<file path="src/rtl/packet_stream_fifo.sv">
// Packet stream FIFO between the packet controller and the Edge-PE dispatch logic.
// Provides full / hysteresis stall back-pressure and a valid/ready output, oldest first.
`ifndef PACKET_SIZE
`define PACKET_SIZE 32
`endif

module packet_stream_fifo #(
   parameter int PACKET_W = `PACKET_SIZE,
   parameter int DEPTH    = 8,
   parameter int STALL_HI = 6,
   parameter int STALL_LO = 2
) (
   input  logic                       clk,
   input  logic                       reset,
   input  logic                       wr_en,
   input  logic [PACKET_W-1:0]        packet_in,
   input  logic                       replay_iter_flag,
   input  logic                       out_ready,
   output logic                       out_valid,
   output logic [PACKET_W-1:0]        out_packet,
   output logic                       full,
   output logic                       fifo_stall,
   output logic [$clog2(DEPTH):0]     count,
   output logic                       overflow_err
);

   localparam int AW = $clog2(DEPTH);
   localparam int CW = AW + 1;

   localparam logic [CW-1:0] DEPTH_C    = CW'(DEPTH);
   localparam logic [CW-1:0] FULL_C     = CW'(DEPTH - 1);
   localparam logic [CW-1:0] STALL_HI_C = CW'(STALL_HI);
   localparam logic [CW-1:0] STALL_LO_C = CW'(STALL_LO);
   localparam logic [CW-1:0] ZERO_C     = {CW{1'b0}};

   localparam logic [0:0] ST_NORMAL  = 1'b0;
   localparam logic [0:0] ST_STALLED = 1'b1;

   logic [PACKET_W-1:0] mem_r [DEPTH];
   logic [AW-1:0]       rd_ptr_r;
   logic [AW-1:0]       wr_ptr_r;
   logic [CW-1:0]       count_r;
   logic [CW-1:0]       next_count_s;
   logic [0:0]          state_r;
   logic [0:0]          next_state_s;
   logic                overflow_r;
   logic                pop_s;
   logic                push_s;
   logic                drop_s;

   // Handshake decode: a push at DEPTH is accepted only when a pop frees a slot.
   always_comb begin
      pop_s  = (count_r != ZERO_C) && out_ready;
      push_s = wr_en && ((count_r != DEPTH_C) || pop_s);
      drop_s = wr_en && (count_r == DEPTH_C) && !pop_s;
   end

   // Post-update occupancy and stall FSM transition.
   always_comb begin
      next_count_s = count_r;
      next_state_s = state_r;
      if (replay_iter_flag) begin
         next_count_s = ZERO_C;
      end else begin
         case ({push_s, pop_s})
            2'b10:   next_count_s = count_r + CW'(1);
            2'b01:   next_count_s = count_r - CW'(1);
            default: next_count_s = count_r;
         endcase
      end
      case (state_r)
         ST_NORMAL: begin
            if (next_count_s >= STALL_HI_C) next_state_s = ST_STALLED;
            else                            next_state_s = ST_NORMAL;
         end
         ST_STALLED: begin
            if (next_count_s <= STALL_LO_C) next_state_s = ST_NORMAL;
            else                            next_state_s = ST_STALLED;
         end
         default: next_state_s = ST_NORMAL;
      endcase
   end

   // Pointers, occupancy, stall state and sticky overflow flag.
   always_ff @(posedge clk or negedge reset) begin
      if (!reset) begin
         rd_ptr_r   <= {AW{1'b0}};
         wr_ptr_r   <= {AW{1'b0}};
         count_r    <= ZERO_C;
         state_r    <= ST_NORMAL;
         overflow_r <= 1'b0;
      end else if (replay_iter_flag) begin
         rd_ptr_r   <= {AW{1'b0}};
         wr_ptr_r   <= {AW{1'b0}};
         count_r    <= ZERO_C;
         state_r    <= ST_NORMAL;
         overflow_r <= 1'b0;
      end else begin
         if (push_s) wr_ptr_r <= wr_ptr_r + AW'(1);
         if (pop_s)  rd_ptr_r <= rd_ptr_r + AW'(1);
         count_r    <= next_count_s;
         state_r    <= next_state_s;
         overflow_r <= overflow_r | drop_s;
      end
   end

   // Packet storage; contents are irrelevant once the pointers are cleared.
   always_ff @(posedge clk or negedge reset) begin
      if (!reset) begin
         for (int i = 0; i < DEPTH; i++) mem_r[i] <= {PACKET_W{1'b0}};
      end else if (push_s && !replay_iter_flag) begin
         mem_r[wr_ptr_r] <= packet_in;
      end else begin
         mem_r[wr_ptr_r] <= mem_r[wr_ptr_r];
      end
   end

   // One slot of slack in full covers the read already in flight at the controller.
   always_comb begin
      out_valid    = (count_r != ZERO_C);
      out_packet   = out_valid ? mem_r[rd_ptr_r] : {PACKET_W{1'b0}};
      full         = (count_r >= FULL_C);
      fifo_stall   = (state_r == ST_STALLED);
      count        = count_r;
      overflow_err = overflow_r;
   end

endmodule
</file>
<file path="config.mk">
export PLATFORM = sky130hd
export DESIGN_NAME = packet_stream_fifo
export DESIGN_NICKNAME = d
export VERILOG_FILES = /design/src/rtl/packet_stream_fifo.sv
export SDC_FILE = /design/constraint.sdc
export NUM_CORES = 1
export LEC_CHECK = 0
export CAP_MARGIN = 20
export CORE_ASPECT_RATIO = 1.4
export CORE_MARGIN = 5
export CORE_UTILIZATION = 30
export DETAILED_ROUTE_END_ITERATION = 6
export PLACE_DENSITY = 0.5
export SLEW_MARGIN = 30
export SYNTH_ARGS = -nofsm -noshare
export SYNTH_HDL_FRONTEND = slang
export SYNTH_SLANG_ARGS = --single-unit
</file>
<file path="constraint.sdc">
create_clock -name clk -period 2.9 [get_ports clk]
set_input_delay 0.29 -clock clk [delete_from_list [all_inputs] [get_ports clk]]
set_output_delay 0.29 -clock clk [all_outputs]
set_load 0.02 [all_outputs]
</file>
### After elaboration in Yosys (flattened, before gate mapping)

Index checks and enable logic that the tools add are counted.

| storage, ports and cells | value |
|---|---|
| output and inout bits | 40 |
| bits in registers | 268 |
| logic and storage cells | 67 |
| input bits | 37 |

| operators by class | value |
|---|---|
| reduce and logical (&&, ||, !) cells | 12 |
| muxes and demuxes | 24 |
| equality and inequality tests | 4 |
| bitwise operators | 4 |
| add/subtract/negate cells | 4 |
| $lt $le $gt $ge | 6 |

Operator list:

| kind | count |
|---|---|
| bitwise mux 256 bit | 2 |
| two-way mux 256 bit | 1 |
| binary-select mux 32 bit (select 3 bit) | 2 |
| two-way mux 32 bit | 6 |
| demux 32 bit (select 3 bit) | 1 |
| two-way mux 3 bit | 4 |
| >= comparator 4 x 3 -> 1 bit, second input constant | 2 |
| >= comparator 4 bit, second input constant | 2 |
| two-way mux 4 bit | 2 |
| inverter 3 -> 4 bit | 2 |
| one-hot mux 4 bit (2 select lines) | 1 |
| adder 3 x 1 -> 3 bit, second input constant | 2 |
| logical AND 1 bit | 6 |
| adder 4 x 1 -> 4 bit, second input constant | 1 |
| == test 4 bit, second input constant | 1 |
| less-or-equal comparator 4 x 2 -> 1 bit, second input constant | 1 |
| less-than comparator 4 x 1 -> 1 bit, second input constant | 1 |
| two-way mux 1 bit | 4 |
| inequality test 4 bit, second input constant | 1 |
| nonzero test 2 bit | 2 |
| nonzero test 4 bit | 1 |
| subtractor 4 x 1 -> 4 bit, second input constant | 1 |
| == test 2 x 1 -> 1 bit, second input constant | 1 |
| == test 2 bit, second input constant | 1 |
| 5 further kinds | 6 |

### Longest topological paths before layout

Gate-level depths: netlist of the first run.

| logic depth | value |
|---|---|
| word-level depth | 11 |
| depth in mapped cells | 14 |
| mapped depth without buffers | 12 |

### Worst setup path after synthesis of the first run

No wires, ideal clock.

| timing | value |
|---|---|
| kind | register to register |
| from | register count_r[1], in the netlist count[1] |
| to | register state_r, in the netlist fifo_stall |
| slack | -0.372 ns |
| library setup time | 0.142 ns |
| required time | 2.758 ns |
| cell stages (with the launch flop) | 15 |
| buffers on the path | 2 |
| data arrival time | 3.130 ns |
| clock period less this slack | 3.272 ns |
| cells stage by stage | dfrtp_1 > buf_2 > or3_4 > nor2_2 > inv_1 > and2_1 > clkbuf_1 > ha_1 > xor2_1 > ha_1 > a21oi_1 > mux2i_1 > mux2_2 > nor2_1 > o221ai_1 |

| on the way | value |
|---|---|
| word-level cells in the longest chain between the ends | 11 |
| elaborated cells on any way between the ends | 17 |
| classes of those cells | add/sub (2); order compare (2); eq/ne (3); mux (6); reduce/logical (4) |

Ends and longest elaborated chain:

| element | line | source |
|---|---|---|
| from (decl) | 42 | `logic [CW-1:0] count_r;` |
| from (signal assigned) | 101 | `count_r <= next_count_s;` |
| nonzero test 4 bit * | - |  |
| via out_valid | 19 | `output logic out_valid,` |
| logical AND 1 bit * | 53 | `pop_s = (count_r != ZERO_C) && out_ready;` |
| logical OR 1 bit | 54 | `push_s = wr_en && ((count_r != DEPTH_C) \|\| pop_s);` |
| logical AND 1 bit | 54 |  |
| == test 2 x 1 -> 1 bit / == test 2 bit (equally long branches) | 65 | `case ({push_s, pop_s})` |
| one-hot mux 4 bit (2 select lines) * | 65 |  |
| two-way mux 4 bit * | 62 | `if (replay_iter_flag) begin` |
| less-or-equal comparator 4 x 2 -> 1 bit / >= comparator 4 x 3 -> 1 bit (equally long branches) | 77, 73 |  |
| two-way mux 1 bit, on equally long branches | 77, 73 |  |
| one-hot mux 1 bit (2 select lines) * | 71 | `case (state_r)` |
| two-way mux 1 bit * | 92 | `end else if (replay_iter_flag) begin` |
| to (signal assigned) | 102 | `state_r <= next_state_s;` |
| to (decl) | 44 | `logic [0:0] state_r;` |

Mark *: on every way through the listed nets, which the timed path passes. The rest lies on a longest branch.
A chain may end at the register's enable or synchronous reset.

### Worst setup path in the final report of the first run

| timing | value |
|---|---|
| from | register rd_ptr_r[0] |
| to | output port out_packet[31] |

| on the way | value |
|---|---|
| word-level cells in the longest chain between the ends | 5 |

Ends and longest elaborated chain:

| element | line | source |
|---|---|---|
| from (decl) | 40 | `logic [AW-1:0] rd_ptr_r;` |
| from (signal assigned) | 87 | `rd_ptr_r <= {AW{1'b0}};` |
| from (signal assigned) | 93 | `rd_ptr_r <= {AW{1'b0}};` |
| from (signal assigned) | 100 | `if (pop_s) rd_ptr_r <= rd_ptr_r + AW'(1);` |
| inverter 3 -> 4 bit (implied by the code) | 121 | `out_packet = out_valid ? mem_r[rd_ptr_r] : {PACKET_W{1'b0}};` |
| binary-select mux 32 bit (select 3 bit) | 121 |  |
| two-way mux 32 bit (implied by the code) (2 in a row) | 121 |  |
| two-way mux 32 bit | 121 |  |
| to (decl) | 20 | `output logic [PACKET_W-1:0] out_packet,` |

No other way between the ends. The select of a mux whose other input is x is not followed.

==> run metrics, run 1 <==
ratio of cells with drive above 1 in the final layout=20.48%; die outline height=264.4 um; width of the die=about 190 um; CTS H-Tree Depth=1; final core area utilization=36.94%; leakage=6.981 nW; Final Max Slew Viols=0; mean instance size in the synthesized netlist=10.47 um2; Sinks on Clock Net=268; Top-Level Pins=77; via total after detailed routing=roughly 11,000; launching element type of the critical path=flop; Worst Clk Skew=about 0.022 ns; clock tree root buffer cell=clkbuf_16; final worst path period share=97.61%; nets in the synthesized netlist=1,367; Placed Instance Area=15,770 um2; Final setup viols=0; half-perimeter wire length after detailed placement=a little under 30 mm; instance count after placement with tap cells included=1,974; leading cell types by total area after synthesis=dfrtp_1, mux4_2, o21ai_0; final hold violation count=0; number of synthesized register bits=268; setup repair after global routing missed its margin=false; Net count, final=roughly 1,400; area overhead of the layout relative to synthesis=22.12%; initial antenna violation count=0; portion of synthesized cell area occupied by the leading cell type=slightly below 50%; routability cong.=0.8266; filler-free cell count of the finished design=2,038; Post-synth EDFFs=0; Critical Setup Path Class=reg -> out; number of vias per cell after detailed routing=5.291; Worst IR Drop VDD=0.4857 mV; final antenna-violating net count=0; worst-margin pin slew=around 0.8 ns; maximum fanout encountered on the critical timing path=6; number of placement rows=93; endpoint type of the worst setup path=output port; global-route wire length before repair=71.82 mm; Slew Limit Headroom=46.71%; count of distinct cell types in the synthesized netlist=44; sum of routed wire length over all layers=approximately 46 mm; main flop type after synthesis=dfrtp_1; Min Clock Period, post-route=2.831 ns; fraction of registers with async set/reset=100.0%; Fill cells=4,584; outcome=finished clean; router iterations before antenna repair=7; path depth of the worst reg2reg path=12; post-route DRC violation count=0; TritonCTS Buffers=28; Crit path arrival time=2.54 ns; power density over the cells=1011 nW/um2; Crit path required time=~2.6 ns; Yosys warnings=0; top library cells by usage in the layout, fill and taps aside=nand2_1, dfrtp_1, o21ai_0, mux4_2, mux2i_1; maximum number of pins on one net before global-route repair=73; path category of the worst min-delay check=in -> async; global-route usage over all layers=18.24%; Fin Hold WS=0.2458 ns; vias in the first global route=between 10,000 and 15,000; Max Buffers Root-to-Sink=3; number of violations of the max-capacitance limit=0; Seq/Total Area, Yosys=48.36%; clock tree from TritonCTS=built; Congestion Overflow GR=0; post-route cell area=16,940 um2; effective utilization at floorplan=30.25%; detail-routed net length per standard cell=approximately 23 um; IO buf count=76; core region area=roughly 46,000 um2; floorplan die area=50,690 um2; n_diodes=0; Worst-Skew Late Latency=0.57 ns; Fmax=0.3533 GHz; number of instances in the synthesized netlist=1,325; clock transition at the register clock pins on the worst setup and hold paths after CTS=0.07 ns; most frequent standard cell in the layout excluding fill and tap cells=nand2_1; largest area contributor in the netlist=dfrtp_1; synthesized area=13,870 um2; initial drt markers=about 690
[power breakdown]
part	internal, mW	switching, mW
Sequential	5.15	1.18
Clock	2.26	1.57
Combinational	3.28	3.66
Total	10.7	6.42
[worst max-delay path, stage by stage, from the launching register on]
cell and delay (ns):
dfrtp_4 0.54, buf_12 0.16, buf_12 0.13, buf_4 0.15
mux4_2 0.45, mux2i_4 0.21, nor2_1 0.06, clkdlybuf4s15_2 0.26
[through the flow]
stage	setup slack, ns	TNS, ns	power (mW)
2_1_floorplan	-0.01775	-0.01775	10.68
3_3_place_gp	0.1990	0	13.19
3_5_place_dp	0.1732	0	13.33
4_1_cts	-0.04655	-0.04655	17.33
5_1_grt	0.001271	0	18.28
6_report	0.06926	0	17.12
[cells in the mapped netlist (5+ instances only)]
master	count
a221oi_1	54
mux2i_1	71
dfrtp_1	268
nand2_1	272
inv_1	5
clkbuf_1	75
o22ai_2	6
a22oi_1	26
nor2_1	50
o22ai_1	7
mux4_2	68
nor2b_1	7
o21ai_0	218
o22a_1	9
mux2_2	16
buf_2	25
o21ai_2	16
ha_1	5
buf_6	5
buf_1	6
o221ai_1	22
o21ai_1	46
[final cells by class]
class	instances	area (um2)	share of cell area [%]
Sequential cell	268	6719	39.67
Inverter	7	28.78	0.1699
Clock inverter	13	178.9	1.056
Timing Repair Buffer	160	1713	10.11
Tap cell	617	772.0	4.558
Clock buffer	38	788.3	4.654
Multi-Input combinational cell	935	6736	39.78
[worst paths after layout]
| path | endpoint | start | slack (ns) |
|---|---|---|---|
| max in group asynchronous | mem_r[142]$_DFFE_PN0P_ | reset | 1.85 |
| hold reg to reg | mem_r[177]$_DFFE_PN0P_ | mem_r[177]$_DFFE_PN0P_ | 0.50 |
| setup reg to reg | fifo_stall$_DFF_PN0_ | count[2]$_DFF_PN0_ | 0.18 |
| setup / recovery | out_packet[31] | rd_ptr_r[0]$_DFFE_PN0P_ | 0.07 |
| min in group clk | rd_ptr_r[2]$_DFFE_PN0P_ | out_ready | 0.46 |
| hold / removal | mem_r[27]$_DFFE_PN0P_ | reset | 0.25 |
[state kept, by name (all words and copies together), names as in the netlist]
register      flops
fifo_stall        1
overflow_err      1
wr_ptr_r          3
mem_r           256
count             4
rd_ptr_r          3
[cell families (layout without fill, tap and decap cells)]
family          after synthesis  in the layout  share of synthesized area [%]
compound gates              416            416                          19.06
xor+xnor                      8              8                         0.5052
fa+ha+maj                     5              5                         0.4511
buf+inv                     122            218                          3.907
flops                       268            268                          48.36
mux                         159            159                          17.86
simple gates                347            347                          9.852
[repair_timing]
item,4_1_cts,5_1_grt
gates resized for setup,63,9
buffers inserted,8,2
endpoints found under the hold margin,57,0
endpoints found under the setup margin,32,18
hold buffers,1,0
gates cloned,2,0
[metal layers]
metal	part of all wire, %	up-vias	track usage (%)
met3	4.7	75	2.463
li1	-	5016	-
met1	42	5404	23.72
met2	50	288	31.56
met5	0	-	0
met4	2.7	0	5.613
Note: power is estimated with default switching activity, not from simulation.
==> inputs of run 2 (changes only) <==
- CORE_UTILIZATION: 30 -> 55
- PLACE_DENSITY: 0.5 -> 0.8
==> run metrics, run 2 (synthesis gave the netlist of run 1 again) <==
Crit path required time=2.61 ns; instance count after placement with tap cells included=1,668; outcome=finished clean; core region area=24,760 um2; endpoint type of the worst setup path=output port; final core area utilization=65.48%; number of flip-flops in the largest register=256; ratio of cells with drive above 1 in the final layout=18.52%; final hold violation count=0; Fin Hold WS=0.3603 ns; top library cells by usage in the layout, fill and taps aside=nand2_1, dfrtp_1, o21ai_0, mux4_2, mux2i_1; effective utilization at floorplan=56.01%; worst path cell trace=buf_4 > mux4_2 > mux2i_4 > nor2_1 > clkdlybuf4s50_1; number of violations of the max-capacitance limit=0; clock transition at the register clock pins on the worst setup and hold paths after CTS=0.06 ns; post-route DRC violation count=0; Congestion Overflow GR=0; filler-free cell count of the finished design=1,719; Final setup viols=0; vias in the first global route=12,053; Fill cells=about 1,800; Max Buffers Root-to-Sink=3; die outline height=197.9 um; maximum number of pins on one net before global-route repair=96; Worst IR Drop VDD=0.6262 mV; Final Max Slew Viols=0; area overhead of the layout relative to synthesis=16.90%; Slew Limit Headroom=a little under half; path category of the worst min-delay check=in -> async; global-route usage over all layers=about 29%; half-perimeter wire length after detailed placement=25.49 mm; Worst-Skew Late Latency=0.54 ns; number of vias per cell after detailed routing=6.710; initial antenna violation count=0; number of placement rows=68; area taken by flip-flops and latches=6719 um2; IO buf count=76; maximum fanout encountered on the critical timing path=5; leakage=approximately 6.9 nW; global-route wire length before repair=65.82 mm; slowest cell on the critical path=clkdlybuf4s50_1; CTS H-Tree Depth=1; launching element type of the critical path=flop; most frequent standard cell in the layout excluding fill and tap cells=nand2_1; detail-routed net length per standard cell=23.90 um; Net count, final=between 1,000 and 1,500; n_diodes=0; setup repair after global routing missed its margin=false; via total after detailed routing=11,535; power density over the cells=1025 nW/um2; Min Clock Period, post-route=2.832 ns; Fmax=0.3531 GHz; routability cong.=just under 0.9; initial drt markers=1,279; Sinks on Clock Net=268; multi-input logic area=6718 um2; Setup WS post-layout=0.06824 ns; router iterations before antenna repair=5; sum of routed wire length over all layers=41.08 mm; worst-margin pin slew=0.7868 ns; post-place setup slack=0.1310 ns; width of the die=around 140 um; TritonCTS Buffers=26; clock tree from TritonCTS=built; Critical Setup Path Class=reg -> out; slowest cell delay on critical path=about 0.56 ns; Worst Clk Skew=0.007049 ns; final antenna-violating net count=0; clock tree root buffer cell=clkbuf_16; Crit path arrival time=2.54 ns; overall power=around 17 mW; final worst path period share=97.65%; register with the most flip-flops=mem_r; Top-Level Pins=between 70 and 80; floorplan die area=28,540 um2
-- run 2: changes by cell type in the layout (fill, tap and decap cells not counted), moves of 3 or more --
cell	delta
clkbuf_2	-3
clkdlybuf4s15_2	-6
dlygate4sd2_1	+3
clkinv_2	-3
clkbuf_8	+3
buf_12	-10
dlymetal6s2s_1	+8
buf_2	-3
bufinv_16	-3
-- run 2: final timing paths --
check | startpoint | endpoint | slack, ns | cells after the start
worst min register to register | mem_r[7]$_DFFE_PN0P_ | mem_r[7]$_DFFE_PN0P_ | 0.50 | 2
worst min-delay path | reset | mem_r[29]$_DFFE_PN0P_ | 0.36 | 2
min in group clk | out_ready | rd_ptr_r[2]$_DFFE_PN0P_ | 0.47 | 4
max in group asynchronous | reset | mem_r[199]$_DFFE_PN0P_ | 1.63 | 3
worst max-delay path | rd_ptr_r[0]$_DFFE_PN0P_ | out_packet[26] | 0.07 | 5
worst max register to register | count[1]$_DFF_PN0_ | fifo_stall$_DFF_PN0_ | 0.12 | 12
-- run 2: worst max-delay path: cells and delay by family (launching register included) --
family	cells	cell delay, ns
mux	2	0.75
flops	1	0.43
simple gates	1	0.06
buf+inv	2	0.75
-- run 2: stage by stage --
step / TNS [ns] / area (um2)
3_5_place_dp: 0 / 15260
4_1_cts: 0 / 16190
3_3_place_gp: 0 / 15250
5_1_grt: 0 / 16210
2_1_floorplan: -0.01775 / 13920
6_report: 0 / 16210
-- run 2: power breakdown --
part	leakage [nW]	total [mW]	internal (mW)	switching (mW)
registers	2.96	6.39	5.15	1.24
logic	3.54	6.80	3.17	3.63
clock network	0.426	3.43	1.99	1.44
-- run 2: cell type report --
cell class                 count  share of cell area [%]
multi-input combinational    935                   41.44
timing repair buffer         148                   9.192
clock inverter                 6                  0.3550
sequential                   268                   41.44
tap                          315                   2.431
clock buffer                  40                   4.963
inverter                       7                  0.1775
-- run 2: repair_timing --
item | in CTS | in global routing
endpoints found under the setup margin | 32 | 9
pin swaps | 0 | 0
hold buffers | 1 | 0
hold endpoints to repair | 92 | 0
gates resized for setup | 33 | 9
buffers inserted | 4 | 0
-- run 2: per-layer routing --
metal,track usage [%],wire length [um]
met4,15.35,2293
met3,5.001,3933
met2,47.91,20090
met1,37.91,14770
met5,0,0
